## src/rtl/irq_pkg.sv

```systemverilog
// Shared constants and FSM state type for the interrupt pending unit.
package irq_pkg;
  localparam int NUM_INT = 16;
  localparam int ID_W    = $clog2(NUM_INT);

  typedef enum logic [1:0] {
    IDLE    = 2'd0,
    REQUEST = 2'd1,
    SERVICE = 2'd2
  } irq_state_e;
endpackage

```

## src/rtl/irq_pending_unit_if.sv

```systemverilog
// Controller-side handshake bundle: pending flags, request/id, ack and
// end-of-routine, in-service status.
interface irq_pending_unit_if #(
  parameter int NUM_INT = irq_pkg::NUM_INT,
  parameter int ID_W    = irq_pkg::ID_W
);
  logic [NUM_INT-1:0] ifr_out;
  logic               irq_req;
  logic [ID_W-1:0]    irq_id;
  logic               in_service;
  logic               ack;
  logic               end_routine;

  // unit side
  modport master (
    output ifr_out, irq_req, irq_id, in_service,
    input  ack, end_routine
  );

  // interrupt controller side
  modport slave (
    input  ifr_out, irq_req, irq_id, in_service,
    output ack, end_routine
  );
endinterface

```

## src/rtl/irq_sync.sv

```systemverilog
// Per-line 2-flop synchronizer plus a history flop used for rising-edge detect.
module irq_sync #(
  parameter int W = 16
) (
  input  logic         clk,
  input  logic         rst,
  input  logic [W-1:0] d,
  output logic [W-1:0] sync,
  output logic [W-1:0] hist
);
  logic [W-1:0] meta;

  // meta -> sync resolves metastability; hist is sync delayed by one cycle
  always_ff @(posedge clk) begin
    if (rst) begin
      meta <= '0;
      sync <= '0;
      hist <= '0;
    end else begin
      meta <= d;
      sync <= meta;
      hist <= sync;
    end
  end
endmodule

```

## src/rtl/irq_pending_unit.sv

```systemverilog
// Interrupt pending unit: synchronizes raw lines, keeps the pending-flag
// register, picks the lowest-index eligible line and runs the
// request/service handshake with the interrupt controller.
module irq_pending_unit #(
  parameter int NUM_INT = irq_pkg::NUM_INT,
  parameter int ID_W    = $clog2(NUM_INT)
) (
  input  logic               clk,
  input  logic               rst,
  input  logic [NUM_INT-1:0] irq_in,
  input  logic [NUM_INT-1:0] edge_mode,
  input  logic [NUM_INT-1:0] ier_mask,
  input  logic               global_en,
  input  logic [NUM_INT-1:0] sw_clr,
  irq_pending_unit_if.master ctl
);
  import irq_pkg::*;

  logic [NUM_INT-1:0] sync, hist;
  logic [NUM_INT-1:0] ifr_q, ifr_nxt;
  logic [NUM_INT-1:0] rise, clr, ack_clr, elig;
  logic [ID_W-1:0]    win_id;
  logic [ID_W-1:0]    id_q, id_nxt;
  logic               req_q, req_nxt;
  logic               svc_q, svc_nxt;
  logic               ack_take;
  irq_state_e         state, state_nxt;

  irq_sync #(.W(NUM_INT)) u_sync (
    .clk  (clk),
    .rst  (rst),
    .d    (irq_in),
    .sync (sync),
    .hist (hist)
  );

  // ack only counts while a request is outstanding; it clears that line's edge flag
  assign ack_take = (state == REQUEST) && ctl.ack;
  assign ack_clr  = ack_take ? (NUM_INT'(1) << id_q) : '0;
  assign rise     = sync & ~hist;
  assign clr      = sw_clr | ack_clr;
  assign elig     = ifr_q & ier_mask & {NUM_INT{global_en}};

  // edge lines: sticky flag, set beats clear; level lines: registered level
  always_comb begin
    ifr_nxt = (edge_mode & (rise | (ifr_q & ~clr))) | (~edge_mode & sync);
  end

  // pending-flag register
  always_ff @(posedge clk) begin
    if (rst) ifr_q <= '0;
    else     ifr_q <= ifr_nxt;
  end

  // fixed priority: scan downward so the lowest eligible index is kept
  always_comb begin
    win_id = '0;
    for (int i = NUM_INT - 1; i >= 0; i--) begin
      if (elig[i]) win_id = ID_W'(i);
    end
  end

  // FSM next state and next registered outputs
  always_comb begin
    state_nxt = state;
    req_nxt   = req_q;
    svc_nxt   = svc_q;
    id_nxt    = id_q;
    case (state)
      IDLE: begin
        if (|elig) begin
          state_nxt = REQUEST;
          req_nxt   = 1'b1;
          id_nxt    = win_id;
        end
      end
      REQUEST: begin
        // ack beats withdrawal; the id is frozen for the whole request
        if (ctl.ack) begin
          state_nxt = SERVICE;
          req_nxt   = 1'b0;
          svc_nxt   = 1'b1;
        end else if (!elig[id_q]) begin
          state_nxt = IDLE;
          req_nxt   = 1'b0;
        end
      end
      SERVICE: begin
        if (ctl.end_routine) begin
          state_nxt = IDLE;
          svc_nxt   = 1'b0;
        end
      end
      default: begin
        state_nxt = IDLE;
        req_nxt   = 1'b0;
        svc_nxt   = 1'b0;
      end
    endcase
  end

  // FSM state and output registers
  always_ff @(posedge clk) begin
    if (rst) begin
      state <= IDLE;
      req_q <= 1'b0;
      svc_q <= 1'b0;
      id_q  <= '0;
    end else begin
      state <= state_nxt;
      req_q <= req_nxt;
      svc_q <= svc_nxt;
      id_q  <= id_nxt;
    end
  end

  assign ctl.ifr_out    = ifr_q;
  assign ctl.irq_req    = req_q;
  assign ctl.irq_id     = id_q;
  assign ctl.in_service = svc_q;
endmodule

```

## src/flat_wrapper.sv

```systemverilog
// flat-port wrapper written by rule: the top's interface ports become plain ports
module irq_pending_unit_flat import irq_pkg::*;
#(
  parameter int NUM_INT = irq_pkg::NUM_INT,
  parameter int ID_W    = $clog2(NUM_INT)
)
  (clk, rst, irq_in, edge_mode, ier_mask, global_en, sw_clr, ctl_ifr_out, ctl_irq_req, ctl_irq_id, ctl_in_service, ctl_ack, ctl_end_routine);
  irq_pending_unit_if #(.NUM_INT(NUM_INT), .ID_W(ID_W)) ctl_i ();
  input  logic clk;
  input  logic rst;
  input  logic [NUM_INT-1:0] irq_in;
  input  logic [NUM_INT-1:0] edge_mode;
  input  logic [NUM_INT-1:0] ier_mask;
  input  logic global_en;
  input  logic [NUM_INT-1:0] sw_clr;
  output wire logic [$bits(ctl_i.ifr_out)-1:0] ctl_ifr_out;
  output wire logic [$bits(ctl_i.irq_req)-1:0] ctl_irq_req;
  output wire logic [$bits(ctl_i.irq_id)-1:0] ctl_irq_id;
  output wire logic [$bits(ctl_i.in_service)-1:0] ctl_in_service;
  input wire logic [$bits(ctl_i.ack)-1:0] ctl_ack;
  input wire logic [$bits(ctl_i.end_routine)-1:0] ctl_end_routine;
  assign ctl_ifr_out = ctl_i.ifr_out;
  assign ctl_irq_req = ctl_i.irq_req;
  assign ctl_irq_id = ctl_i.irq_id;
  assign ctl_in_service = ctl_i.in_service;
  assign ctl_i.ack = ctl_ack;
  assign ctl_i.end_routine = ctl_end_routine;
  irq_pending_unit #(.NUM_INT(NUM_INT), .ID_W(ID_W)) u_core (.clk(clk), .rst(rst), .irq_in(irq_in), .edge_mode(edge_mode), .ier_mask(ier_mask), .global_en(global_en), .sw_clr(sw_clr), .ctl(ctl_i));
endmodule
```

## config.mk

```make
export PLATFORM = sky130hd
export DESIGN_NAME = irq_pending_unit_flat
export DESIGN_NICKNAME = d
export VERILOG_FILES = /design/src/rtl/irq_pkg.sv /design/src/rtl/irq_pending_unit_if.sv /design/src/rtl/irq_sync.sv /design/src/rtl/irq_pending_unit.sv /design/src/flat_wrapper.sv
export SDC_FILE = /design/constraint.sdc
export NUM_CORES = 1
export LEC_CHECK = 0
export CORE_ASPECT_RATIO = 1.4
export CORE_MARGIN = 3
export CORE_UTILIZATION = 45
export DETAILED_ROUTE_END_ITERATION = 10
export DONT_BUFFER_PORTS = 1
export GPL_TIMING_DRIVEN = 0
export SLEW_MARGIN = 10
export SYNTH_ARGS = -nofsm -noshare
export SYNTH_HDL_FRONTEND = slang
export SYNTH_SLANG_ARGS = --single-unit
```

## constraint.sdc

```tcl
create_clock -name clk -period 1.8 [get_ports clk]
set_input_delay 0.36 -clock clk [delete_from_list [all_inputs] [get_ports clk]]
set_output_delay 0.36 -clock clk [all_outputs]
set_load 0.01 [all_outputs]
```

==> impl_metrics.env <==
export IMPL_status="complete, no violations"
export IMPL_yosysWarningCount=0
export IMPL_synthTopCellsByArea="dfxtp_1, nor2b_1, nand2_1, a22o_1, nor2_1"
export IMPL_syn_cell_area_sq_um=2786
export IMPL_critPathKind="reg2reg"
export IMPL_post_route_min_period_ps=1736
export IMPL_postCtsSetupRepairBufs=0
export IMPL_crit_path_top_delay_cell="dfxtp_2"
export IMPL_met3_length_microns=647
export IMPL_cts_buffer_depth=2
export IMPL_total_power_mw=3.299
export IMPL_drtIter0Drc=163
export IMPL_synth_edff_count=0
export IMPL_ys_seq_area_share_pct=51.73
export IMPL_crit_buf_inv=1
export IMPL_grt_total_usage_pct=20.41
export IMPL_grt_pass1_wl_microns=10920
export IMPL_rsz0062_at_grt="false"
export IMPL_setup_viol=0
export IMPL_antenna_cells=0
export IMPL_grt_pass1_vias=2178
export IMPL_grt_max_degree=13
export IMPL_slew_violations=0
export IMPL_die_w_microns=72.51
export IMPL_cp_start_kind="flip-flop"
export IMPL_num_nets_final=389
export IMPL_synth_seq_cells=72
export IMPL_fin_area_sq_um=3166
export IMPL_cts_buffers=9
export IMPL_clkSlewWorstSetupHoldPaths_ps=80
export IMPL_fp_dieH_microns=99.11
export IMPL_synth_cells_most_frequent="dfxtp_1, nand2_1, nor2b_1"
export IMPL_yosysTopAreaCellShare_pct=51.73
export IMPL_timing_final_crit_share_pct=96.42
export IMPL_ys_flop_type="dfxtp_1"
export IMPL_cp_data_required_time_ps=1990
export IMPL_placement_io_buffers=0
export IMPL_synth_most_common_cell="dfxtp_1"
export IMPL_gp_congestion=0.8720
export IMPL_routed_wl_met2_microns=3638
export IMPL_cts_sinks=72
export IMPL_crit_path_max_fanout=10
export IMPL_floorplan_initialDensity_pct=46.86
export IMPL_die_area_sq_um=7186
export IMPL_placed_area_sq_um=2874
export IMPL_crit_chain="buf_6 > nand2b_4 > o22ai_1 > o211ai_1 > o311ai_2 > o311ai_2 > a221oi_1"
export IMPL_finClkSkew_ps=8.597
export IMPL_top_layer_used="met4"
export IMPL_maxCapViolations=0
export IMPL_dp_hpwl_microns=5501
export IMPL_cp_top_family="compound AO/OA/AOI/OAI gates"
export IMPL_overflow=0
export IMPL_cts_max_level=3
export IMPL_timing_setup_tns_ps=0
export IMPL_avgViaCountPerCell=5.619
export IMPL_synthCells=310
export IMPL_worst_slew_pin_slew_ps=540.4
export IMPL_antenna_found_initial=0
export IMPL_p_leak_nw=1.166
export IMPL_clockRootBuffer="clkbuf_8"
export IMPL_clk_latency_ps=340
export IMPL_slowest_delay_ps=410
export IMPL_vias=2214
export IMPL_core_sq_um=5946
export IMPL_synth_area_per_cell_sq_um=8.988
export IMPL_cts_tree="done"
export IMPL_rows=33
export IMPL_hold_viol=0
export IMPL_wl_met1_microns=2438
export IMPL_io_pins=91
export IMPL_power_density_nw_per_um2=1042
export IMPL_slew_headroom_pct=63.97
export IMPL_layoutNonFillerInstCount=394
export IMPL_drive_gt1_share_pct=10.80
export IMPL_synth_async_reset_ratio_pct=0
export IMPL_synth_largest_area_cell="dfxtp_1"
export IMPL_route_detailed_drc=0
export IMPL_routedWlPerCell_microns=17.73
export IMPL_fin_util_pct=53.24
export IMPL_syn2layout_area_growth_pct=13.61
export IMPL_cpMostUsedCell="o311ai_2"
export IMPL_fmax_ghz=0.5762
export IMPL_dp_cells=380
export IMPL_routed_wl_microns=6986
export IMPL_dr_pass1_iters=4
export IMPL_min_path_type="in2reg"
export IMPL_cp_end_kind="flip-flop"
export IMPL_ys_types=43
export IMPL_vdd_drop_max_v=0.0006883
export IMPL_drtAntennaViolNets=0
export IMPL_crit_arrival_ps=1930
export IMPL_synth_fp_nets=379
==> final cells by class <==
type                            count  area, sq um
Fill cell                         573         2780
Sequential cell                    72         1458
Multi-Input combinational cell    222         1323
Clock buffer                       10        137.6
Tap cell                           70        87.58
Clock inverter                      5        81.33
Buffer                             13        71.32
Inverter                            2        7.507
==> timing repair <==
action | in CTS | in global routing
endpoints found under the hold margin | 0 | 0
endpoints found under the setup margin | 3 | 7
gates resized for setup | 9 | 16
pin swaps | 0 | 3
hold buffers | 0 | 0
==> state kept, by name (all words and copies together), names as in the netlist <==
signal	count
u_core.ctl.irq_id	4
u_core.u_sync.hist	16
u_core.ctl.ifr_out	16
u_core.ctl.in_service	1
u_core.state	2
u_core.ctl.irq_req	1
u_core.u_sync.sync	16
u_core.u_sync.meta	16
==> cells in the final DEF, fill, tap and decap left out, types with 4 or more instances in the layout <==
cell type and n:
dfxtp_2 4, nor2_1 18, dfxtp_1 65, nor2b_1 50, o41ai_1 7, nand2_1 66
nand3_1 8, o21ai_0 4, clkbuf_8 10, a22o_1 8, o2111ai_1 6, clkbuf_1 10
a21oi_1 7, a31oi_1 4
==> worst register-to-register path, delay by kind of cell, from the launching register on <==
kind	cells	cell delay, ps
compound gates	5	790
flops	1	410
simple gates	1	200
buf+inv	1	170
==> through the flow <==
step / hold WS, ps / worst slack [ps]
detailed placement: 420.4 / -202.3
global route: 96.23 / 2.010
global placement: 415.4 / -215.3
finish: 112.2 / 64.41
CTS: 92.89 / 29.07
floorplan: 413.8 / 107.1
==> cell families after synthesis <==
family,share of synthesized area (%)
buffers and inverters,2.515
flip-flops,51.73
AND/OR/NAND/NOR,28.29
AO/OA/AOI/OAI,16.30
multiplexers,1.167
==> report_power, final <==
group | switching (mW) | leakage [nW] | internal, mW
Combinational | 0.115 | 0.463 | 0.0864
Clock | 0.584 | 0.108 | 0.810
Sequential | 0.0476 | 0.595 | 1.66
Total | 0.747 | 1.17 | 2.55
==> worst paths after layout <==
path	start	to	slack, ps	depth (start not counted)
setup / recovery	u_core.ctl.irq_id[0]	u_core.ctl.irq_req	60	7
hold / removal	sw_clr[14]	u_core.ctl.ifr_out[14]	110	1
setup reg to reg	u_core.ctl.irq_id[0]	u_core.ctl.irq_req	60	7
hold reg to reg	u_core.u_sync.meta[0]	u_core.u_sync.sync[0]	440	1
==> metal layers <==
| metal | global-route usage [%] | up-vias |
|---|---|---|
| met5 | 0 | - |
| met4 | 10.94 | 0 |
| met3 | 7.786 | 18 |
| met2 | 35.02 | 90 |
| met1 | 21.12 | 1006 |
| li1 | - | 1100 |
No activity file was read; power rests on OpenSTA's default activity.
